`config.mk`:
```
export PLATFORM = sky130hd
export DESIGN_NAME = uart_rx_oversampler_flat
export DESIGN_NICKNAME = d
export VERILOG_FILES = /design/src/rtl/uart_pkg.sv /design/src/rtl/uart_rx_oversampler_if.sv /design/src/rtl/uart_baud_tick.sv /design/src/rtl/uart_rx_oversampler.sv /design/src/flat_wrapper.sv
export SDC_FILE = /design/constraint.sdc
export NUM_CORES = 1
export LEC_CHECK = 0
export CAP_MARGIN = 20
export CORE_MARGIN = 10
export CORE_UTILIZATION = 53
export CTS_CLUSTER_DIAMETER = 60
export CTS_CLUSTER_SIZE = 16
export DETAILED_ROUTE_END_ITERATION = 7
export GPL_ROUTABILITY_DRIVEN = 0
export PLACE_DENSITY_LB_ADDON = 0.3
export SLEW_MARGIN = 20
export SYNTH_ARGS = -nofsm -noshare
export SYNTH_HDL_FRONTEND = slang
export SYNTH_SLANG_ARGS = --single-unit
```
`constraint.sdc`:
```
create_clock -name sourceClk -period 2.7 [get_ports sourceClk]
set_input_delay 0.54 -clock sourceClk [delete_from_list [all_inputs] [get_ports sourceClk]]
set_output_delay 0.54 -clock sourceClk [all_outputs]
set_load 0.005 [all_outputs]
```
`src/rtl/uart_pkg.sv`:
```
// rtl/uart_pkg.sv - UART frame format, receiver state type and baud divider helper
package uart_pkg;

   typedef enum logic [2:0] {
      RxIdle,
      RxStart,
      RxData,
      RxStop,
      RxBreak
   } UARTRxState;

   localparam int FRAME_DATA_BITS = 8;
   localparam logic LINE_IDLE = 1'b1;

   function automatic int baud_div(input int source_freq, input int baud_rate, input int oversample);
      int d;
      d = source_freq / (baud_rate * oversample);
      return (d < 1) ? 1 : d;
   endfunction

endpackage

```
`src/rtl/uart_rx_oversampler_if.sv`:
```
// rtl/uart_rx_oversampler_if.sv - serial line in, received byte and status pulses out
interface uart_rx_oversampler_if
   import uart_pkg::*;
#(
   parameter int DATA_BITS = FRAME_DATA_BITS
);
   logic                 rx_in;
   logic [DATA_BITS-1:0] rx_byte;
   logic                 rx_start;
   logic                 rx_complete;
   logic                 frame_error;
   logic                 line_break;

   modport master (
      input  rx_in,
      output rx_byte, rx_start, rx_complete, frame_error, line_break
   );

   modport slave (
      output rx_in,
      input  rx_byte, rx_start, rx_complete, frame_error, line_break
   );
endinterface

```
`src/rtl/uart_baud_tick.sv`:
```
// rtl/uart_baud_tick.sv - free-running prescaler producing one tick every DIV clocks
module uart_baud_tick #(
   parameter int DIV = 4
) (
   input  logic sourceClk,
   input  logic reset,
   input  logic clear,
   output logic tick
);
   localparam int CW = (DIV > 1) ? $clog2(DIV) : 1;
   localparam logic [CW-1:0] LAST = CW'(DIV - 1);

   logic [CW-1:0] count_q;

   // clear suppresses the tick so a start edge always wins over a coincident tick
   assign tick = !clear && (count_q == LAST);

   always_ff @(posedge sourceClk) begin
      if (!reset || clear || tick) begin
         count_q <= '0;
      end else begin
         count_q <= count_q + 1'b1;
      end
   end
endmodule

```
`src/rtl/uart_rx_oversampler.sv`:
```
// rtl/uart_rx_oversampler.sv - oversampling 8N1 receiver with 3-sample mid-bit majority vote
module uart_rx_oversampler
   import uart_pkg::*;
#(
   parameter int SOURCE_FREQ = 48_000_000,
   parameter int BAUD_RATE   = 115_200,
   parameter int OVERSAMPLE  = 16,
   parameter int DATA_BITS   = FRAME_DATA_BITS
) (
   input  logic                   sourceClk,
   input  logic                   reset,
   uart_rx_oversampler_if.master  rx
);
   localparam int DIV = baud_div(SOURCE_FREQ, BAUD_RATE, OVERSAMPLE);
   localparam int M   = OVERSAMPLE / 2;
   localparam int SW  = $clog2(OVERSAMPLE);
   localparam int BW  = (DATA_BITS > 1) ? $clog2(DATA_BITS) : 1;
   localparam logic [SW-1:0] S_LAST = SW'(OVERSAMPLE - 1);
   localparam logic [SW-1:0] S_CAP0 = SW'(M - 1);
   localparam logic [SW-1:0] S_CAP1 = SW'(M);
   localparam logic [SW-1:0] S_VOTE = SW'(M + 1);
   localparam logic [BW-1:0] B_LAST = BW'(DATA_BITS - 1);

   logic rx_meta, rxs, rxs_prev;
   UARTRxState state_q, state_d;
   logic [SW-1:0] s_q;
   logic [BW-1:0] b_q;
   logic [DATA_BITS-1:0] shift_q, rx_byte_q;
   logic cap0_q, cap1_q;
   logic start_q, complete_q, ferr_q;
   logic start_d, complete_d, ferr_d;
   logic shift_en, load_byte, b_inc, b_clr;
   logic tick, clear, start_edge, vote, vote_tick, bit_end;

   assign start_edge = rxs_prev && !rxs;
   assign clear      = (state_q == RxIdle) && start_edge;
   assign vote_tick  = tick && (s_q == S_VOTE);
   assign bit_end    = tick && (s_q == S_LAST);
   // third vote sample is the live synced line at the vote tick
   assign vote       = (cap0_q & cap1_q) | (cap0_q & rxs) | (cap1_q & rxs);

   uart_baud_tick #(.DIV(DIV)) u_tick (
      .sourceClk (sourceClk),
      .reset     (reset),
      .clear     (clear),
      .tick      (tick)
   );

   always_ff @(posedge sourceClk) begin
      if (!reset) begin
         rx_meta  <= LINE_IDLE;
         rxs      <= LINE_IDLE;
         rxs_prev <= LINE_IDLE;
      end else begin
         rx_meta  <= rx.rx_in;
         rxs      <= rx_meta;
         rxs_prev <= rxs;
      end
   end

   always_comb begin
      state_d    = state_q;
      start_d    = 1'b0;
      complete_d = 1'b0;
      ferr_d     = 1'b0;
      shift_en   = 1'b0;
      load_byte  = 1'b0;
      b_inc      = 1'b0;
      b_clr      = 1'b0;
      case (state_q)
         RxIdle: begin
            if (start_edge) state_d = RxStart;
         end
         RxStart: begin
            if (vote_tick) begin
               if (!vote) start_d = 1'b1;
               else       state_d = RxIdle;
            end else if (bit_end) begin
               state_d = RxData;
               b_clr   = 1'b1;
            end
         end
         RxData: begin
            if (vote_tick) begin
               shift_en = 1'b1;
            end else if (bit_end) begin
               if (b_q == B_LAST) state_d = RxStop;
               else               b_inc   = 1'b1;
            end
         end
         RxStop: begin
            // leaving at mid-stop lets the next start edge be seen straight away
            if (vote_tick) begin
               if (vote) begin
                  complete_d = 1'b1;
                  load_byte  = 1'b1;
                  state_d    = RxIdle;
               end else begin
                  ferr_d  = 1'b1;
                  state_d = RxBreak;
               end
            end
         end
         RxBreak: begin
            if (rxs) state_d = RxIdle;
         end
         default: state_d = RxIdle;
      endcase
   end

   always_ff @(posedge sourceClk) begin
      if (!reset) begin
         state_q    <= RxIdle;
         s_q        <= '0;
         b_q        <= '0;
         shift_q    <= '0;
         rx_byte_q  <= '0;
         cap0_q     <= 1'b0;
         cap1_q     <= 1'b0;
         start_q    <= 1'b0;
         complete_q <= 1'b0;
         ferr_q     <= 1'b0;
      end else begin
         state_q    <= state_d;
         start_q    <= start_d;
         complete_q <= complete_d;
         ferr_q     <= ferr_d;
         if (clear)                     s_q <= '0;
         else if (tick)                 s_q <= (s_q == S_LAST) ? '0 : s_q + 1'b1;
         if (b_clr)                     b_q <= '0;
         else if (b_inc)                b_q <= b_q + 1'b1;
         if (tick && (s_q == S_CAP0))   cap0_q <= rxs;
         if (tick && (s_q == S_CAP1))   cap1_q <= rxs;
         if (shift_en)                  shift_q <= {vote, shift_q[DATA_BITS-1:1]};
         if (load_byte)                 rx_byte_q <= shift_q;
      end
   end

   assign rx.rx_byte     = rx_byte_q;
   assign rx.rx_start    = start_q;
   assign rx.rx_complete = complete_q;
   assign rx.frame_error = ferr_q;
   assign rx.line_break  = (state_q == RxBreak);
endmodule

```
`src/flat_wrapper.sv`:
```
// flat-port wrapper written by rule: the top's interface ports become plain ports
module uart_rx_oversampler_flat import uart_pkg::*;
#(
   parameter int SOURCE_FREQ = 48_000_000,
   parameter int BAUD_RATE   = 115_200,
   parameter int OVERSAMPLE  = 16,
   parameter int DATA_BITS   = FRAME_DATA_BITS
)
  (sourceClk, reset, rx_rx_in, rx_rx_byte, rx_rx_start, rx_rx_complete, rx_frame_error, rx_line_break);
  uart_rx_oversampler_if #(.DATA_BITS(DATA_BITS)) rx_i ();
  input  logic sourceClk;
  input  logic reset;
  input wire logic [$bits(rx_i.rx_in)-1:0] rx_rx_in;
  output wire logic [$bits(rx_i.rx_byte)-1:0] rx_rx_byte;
  output wire logic [$bits(rx_i.rx_start)-1:0] rx_rx_start;
  output wire logic [$bits(rx_i.rx_complete)-1:0] rx_rx_complete;
  output wire logic [$bits(rx_i.frame_error)-1:0] rx_frame_error;
  output wire logic [$bits(rx_i.line_break)-1:0] rx_line_break;
  assign rx_i.rx_in = rx_rx_in;
  assign rx_rx_byte = rx_i.rx_byte;
  assign rx_rx_start = rx_i.rx_start;
  assign rx_rx_complete = rx_i.rx_complete;
  assign rx_frame_error = rx_i.frame_error;
  assign rx_line_break = rx_i.line_break;
  uart_rx_oversampler #(.SOURCE_FREQ(SOURCE_FREQ), .BAUD_RATE(BAUD_RATE), .OVERSAMPLE(OVERSAMPLE), .DATA_BITS(DATA_BITS)) u_core (.sourceClk(sourceClk), .reset(reset), .rx(rx_i));
endmodule
```
==> metrics.txt, run 1 <==
fin nets 204; hold_sp u_core.rx_meta; Hold Path Sink u_core.rxs; Post-CTS Hold Fix Bufs 0; worst min path class flip-flop to flip-flop; Initial Util 0.557; share of cells above drive strength 1 0.0974; Routed Antenna Nets 0; final instance area 1920 µm²; fin. max-slew vios 0; Setup Crit Path Kind flip-flop to output port; Reg-to-Reg Start u_core.state_q[1]; commonest non-fill, non-tap cell in the layout dfxtp_1; clock buffer depth 2; die width 76.6 µm; routed wl met2 1.53 mm; critical path required time 2.16 ns; Rel. slew slack 0.620; sequential area share after synthesis 0.459; H-tree levels 2; status finished, final reports clean; Final Hold Vio Count 0; Syn. warnings 0; slack of the worst reg-to-reg path 0.63 ns; Post-CTS Setup Inserts 0; Tightest Pin Transition 0.567 ns; largest net degree at the start of global routing 16; # setup viols final 0; Hold Slack 0.432 ns; CTS tree done; Static Leak 0.754 nW; Die H 76.6 µm; Clock Sinks 39; Mapped Nets 188; Pwr Total 1.09 mW; R2R depth 5; met3 WL 189 µm; area overhead of the layout relative to synthesis 13.0%; vias in the first global route 1251; DR vias 1314; # diodes 0; wire length per cell 13.5 µm; core box area 3050 µm²; f_max 0.445 GHz; Hold Path Cell Cnt 1; Syn Std Cell Area 1700 µm²; GRT Residual Overflow 0; CTS buffer count 5; Period minus WS final 2.25 ns; Via density 5.50; Pwr Density 566 nW/µm²; Worst-Skew Late Latency 0.34 ns; Startpoint Class flip-flop; CP max stage delay 0.59 ns; hpwl dp 2.36 mm; antenna violations before repair 0; commonest non-fill, non-tap cells in the layout dfxtp_1 (39), nor2_1 (25), nand2_1 (21); post-synth cell types 44; root buf cell clkbuf_4; reg-to-reg endpoint u_core.state_q[1]; clock skew 0.0101 ns; Reg clk slew, reported paths 0.12 ns; dpl cell area 1870 µm²; drt drc 0; Critical Path AT 1.71 ns; DR pass1 iterations 4; Crit Path Max Fanout 11; CP Capture Type output port; Post-Syn Instances 178; wl on met1 1.48 mm; first-pass GRT wire length 5.50 mm; CP cell instances nor3b_1, clkdlybuf4s50_1; port bufs 14; final wirelength 3.22 mm; IO Count 15; mean post-synth cell area 9.55 µm²; Max-Cap Viols 0; Die ar. 5870 µm²; cts repair resizes 0; Final period util 0.832; Setup TNS 0 ns; Top Metal Used met4; synthesized flop and latch total 39; Global Route Usage Sum 0.110; Iter 0 DRT Violations 60; RSZ-0062 raised after global routing no; slowest CP cell dfxtp_1; Peak VDD IR 0.000454 V; row cnt 20
[state kept, by name, summed over array words and instances (netlist names), 3 cells and up]
register	flops
u_core.rx.rx_byte	8
u_core.u_tick.count_q	5
u_core.state_q	3
u_core.s_q	4
u_core.shift_q	8
u_core.b_q	3
[per-stage QoR]
stage | std cells | worst slack (ns) | utilization
3_5_place_dp | 231 | 0.664 | 0.611
2_1_floorplan | 178 | 0.918 | -
5_1_grt | 239 | 0.325 | 0.629
4_1_cts | 239 | 0.436 | 0.629
3_3_place_gp | 231 | 0.721 | 0.611
6_report | 239 | 0.455 | 0.629
[kinds of logic (layout without fill, tap and decap cells)]
family | Yosys count | count (layout) | share of synthesized area
simple gates | 76 | 76 | 0.222
buf+inv | 11 | 28 | 0.0346
mux | 10 | 10 | 0.0589
xor+xnor | 4 | 4 | 0.0206
flops | 39 | 39 | 0.459
compound gates | 30 | 30 | 0.147
fa+ha+maj | 8 | 8 | 0.0574
[worst max-delay path, delay by kind of cell, from the launching register on]
kind,cells,cell delay [ns]
flip-flops,1,0.59
buffers and inverters,1,0.54
AND/OR/NAND/NOR,1,0.24
[where the power goes]
group	internal [mW]	switching (mW)	leakage [nW]
Clock	0.101	0.194	0.0282
Combinational	0.0816	0.0852	0.411
Sequential	0.592	0.0330	0.315
Total	0.774	0.312	0.754
[worst max path at each step]
stage,startpoint,end,depth (start not counted)
after global placement,reset,u_core.state_q[0],4
after floorplan,u_core.state_q[0],u_core.state_q[1],7
after detailed placement,u_core.state_q[1],u_core.state_q[1],5
final,u_core.state_q[2],rx_line_break,2
after global routing,u_core.state_q[2],rx_line_break,2
after CTS,u_core.state_q[2],rx_line_break,2
[area by class of cell]
type / count / area (µm²)
multi-input combinational: 128 / 861
inverter: 4 / 15.0
timing repair buffer: 16 / 155
clock inverter: 2 / 12.5
clock buffer: 6 / 41.3
tap: 44 / 55.1
sequential: 39 / 781
fill: 281 / 1130
[cells in the mapped netlist (all sizes together)]
master,n,area [µm²]
a21boi,2,15.0
a21oi,12,60.1
a221oi,1,26.3
a22oi,2,15.0
a311oi,1,8.76
a31o,2,17.5
a31oi,1,6.26
a41oi,1,8.76
and3,2,12.5
and4b,1,10.0
buf,4,32.5
clkbuf,3,11.3
dfxtp,39,781
ha,7,87.6
inv,4,15.0
maj3,1,10.0
mux2i,10,100
nand2,21,78.8
nand2b,4,25.0
nand3,5,25.0
nand3b,1,7.51
nand4,1,6.26
nand4b,2,17.5
nor2,25,93.8
nor2b,1,6.26
nor3,3,15.0
nor3b,2,15.0
nor4,2,12.5
o211ai,2,20.0
o21ai,2,10.0
o311ai,1,16.3
o31a,1,17.5
o31ai,1,12.5
o41ai,1,16.3
or2,2,15.0
or3,1,6.26
or3b,3,31.3
xnor2,1,8.76
xor2,3,26.3
[per-layer routing]
| metal | global-route usage | up-vias |
|---|---|---|
| met5 | 0 | - |
| met1 | 0.127 | 621 |
| li1 | - | 654 |
| met4 | 0.0353 | 0 |
| met3 | 0.0425 | 5 |
| met2 | 0.183 | 34 |
Power figures use the tool's default switching activity.
==> inputs of run 2 (changes only) <==
Clock period 2.7 ns to 2.1 ns, I/O delays scaled along.
==> run 2 against run 1 <==
- utilization grew 0.61 points
- sequential cell count unchanged
- first-iteration DRC count is 52% higher
- sequential share of layout area down 0.20 points
- worst hold slack improved by 0.0054 ns
- via count decreased by 1.2%
- critical path depth up 4
- non-clock buffer count up 2
- largest power group unchanged
==> metrics.txt, run 2 (synthesis gave the netlist of run 1 again) <==
DR vias 1298 (-1.2%); Critical path buffers and inverters 0 (-1); area overhead of the layout relative to synthesis 14.1%; RSZ-0062 raised after global routing no; Period minus WS final 1.97 ns; drt drc 0 (unchanged); Rel. slew slack 0.606 (-0.0138); clock skew 0.0112 ns (+0.00106 ns); Reg clk slew, reported paths 0.11 ns (about the same); Setup WS post-layout 0.130 ns (-0.325 ns); commonest non-fill, non-tap cells in the layout dfxtp_1 (38), nor2_1 (25), nand2_1 (21); Final Hold Vio Count 0 (unchanged); Static Leak 0.765 nW (+1.4%); largest net degree at the start of global routing 18 (+2); Worst-Skew Late Latency 0.34 ns (about the same); CP cell instances ha_1, nand4b_1, or2_2, o311ai_2, or2_4, a31o_1; critical path required time 2.38 ns (+0.22 ns); Startpoint Class flip-flop; CP max stage delay 0.44 ns (-0.15 ns); Routed Antenna Nets 0 (unchanged); CP Capture Type flip-flop; fin. max-slew vios 0 (unchanged); final wirelength 3.18 mm (-1.2%); Initial Util 0.557 (unchanged); DR pass1 iterations 4 (unchanged); die width 76.6 µm (unchanged); H-tree levels 2 (unchanged); GRT Residual Overflow 0 (unchanged); Post-CTS Setup Inserts 0 (unchanged); Setup TNS 0 ns (unchanged); Post-CTS Hold Fix Bufs 0 (unchanged); row cnt 20 (unchanged); Die ar. 5870 µm² (unchanged); # setup viols final 0 (unchanged); fin nets 206 (+0.98%); Peak VDD IR 0.000578 V (+27%); Die H 76.6 µm (unchanged); Setup Crit Path Kind flip-flop to flip-flop; clock buffer depth 2 (unchanged); share of cells above drive strength 1 0.112 (+0.0142); Pwr Total 1.38 mW (+27%); clock group share of total power 0.264 (-0.007); Finished Layout Cells 241 (+0.84%); Pwr Density 712 nW/µm² (+26%); worst min path class flip-flop to flip-flop; Seq pwr share 0.580 (+0.004); slowest CP cell or2_2; Global Route Usage Sum 0.113 (+0.00242); Crit Path Max Fanout 8 (-3); Iter 0 DRT Violations 91 (+52%); Via density 5.39 (-2.0%); Critical Path AT 2.25 ns (+0.54 ns); Pint 0.995 mW (+28%); IO Count 15 (unchanged); vias in the first global route 1240 (-0.88%); f_max 0.508 GHz; cts repair resizes 1 (+1); # diodes 0 (unchanged); CTS buffer count 5 (unchanged); Logic pwr share 0.156 (+0.002); hpwl dp 2.40 mm (+1.6%); Post-Place Worst Slack 0.139 ns (-0.525 ns); commonest non-fill, non-tap cell in the layout dfxtp_1; port bufs 14 (unchanged); Hold Slack 0.438 ns (+0.00540 ns); root buf cell clkbuf_4; Tightest Pin Transition 0.587 ns (+0.0206 ns); core box area 3050 µm² (unchanged); CP delay by family, top simple AND/OR/NAND/NOR gates; DP Cell Count 233 (+0.87%); area of the multi-input gates 861 µm² (unchanged); first-pass GRT wire length 5.53 mm (+0.49%); Sw Ratio 0.279 (-0.00751); Max-Cap Viols 0 (unchanged); Switching Power 0.386 mW (+24%); Reg area 785 µm² (+0.48%); status finished, final reports clean; Final period util 0.938; wire length per cell 13.2 µm (-2.1%); antenna violations before repair 0 (unchanged); fill count 291 (+3.6%); CTS tree done; Clock Sinks 39 (unchanged)
-- run 2: cell types whose count changed in the layout (fill, tap and decap cells not counted) --
cell,delta
dfxtp_1,-1
dfxtp_4,+1
buf_4,+2
-- run 2: final timing paths --
check                                              start                 to  slack, ns  depth (start not counted)
worst max-delay path            u_core.u_tick.count_q[0]  u_core.state_q[2]       0.13                          6
worst min-delay path                      u_core.rx_meta         u_core.rxs       0.44                          1
worst max register to register  u_core.u_tick.count_q[0]  u_core.state_q[2]       0.13                          6
worst min register to register            u_core.rx_meta         u_core.rxs       0.44                          1
-- run 2: area by class of cell --
| cell class | count | share of cell area |
|---|---|---|
| clock buffer | 6 | 0.0213 |
| tap | 44 | 0.0284 |
| multi-input combinational | 128 | 0.444 |
| clock inverter | 2 | 0.00645 |
| sequential | 39 | 0.405 |
| inverter | 4 | 0.00774 |
| timing repair buffer | 18 | 0.0877 |
-- run 2: routing by layer --
metal,global-route usage,wire length (µm),vias up,share of wire
li1,-,-,660,-
met1,0.134,1480,603,0.47
met2,0.177,1450,29,0.45
met3,0.0483,199,6,0.063
met4,0.0390,53,0,0.017
met5,0,0,-,0
-- run 2: metrics by stage --
step                      utilization  instance area [µm²]
after floorplan                     -                 1700
after global placement          0.616                 1880
after detailed placement        0.616                 1880
after CTS                       0.634                 1940
after global routing            0.635                 1940
final                           0.635                 1940
-- run 2: power by group through the flow --
stage	sequential, mW	clock (mW)	combinational [mW]
2_1_floorplan	0.789	0	0.225
3_3_place_gp	0.818	0	0.203
3_5_place_dp	0.819	0	0.213
4_1_cts	0.802	0.379	0.216
5_1_grt	0.806	0.422	0.233
6_report	0.801	0.364	0.215
==> inputs of run 3 (changes only) <==
Settings changed: SLEW_MARGIN 20 to 5.
==> results of run 3 <==
Same layout as run 2: the final DEF is identical, and so are final timing and power.
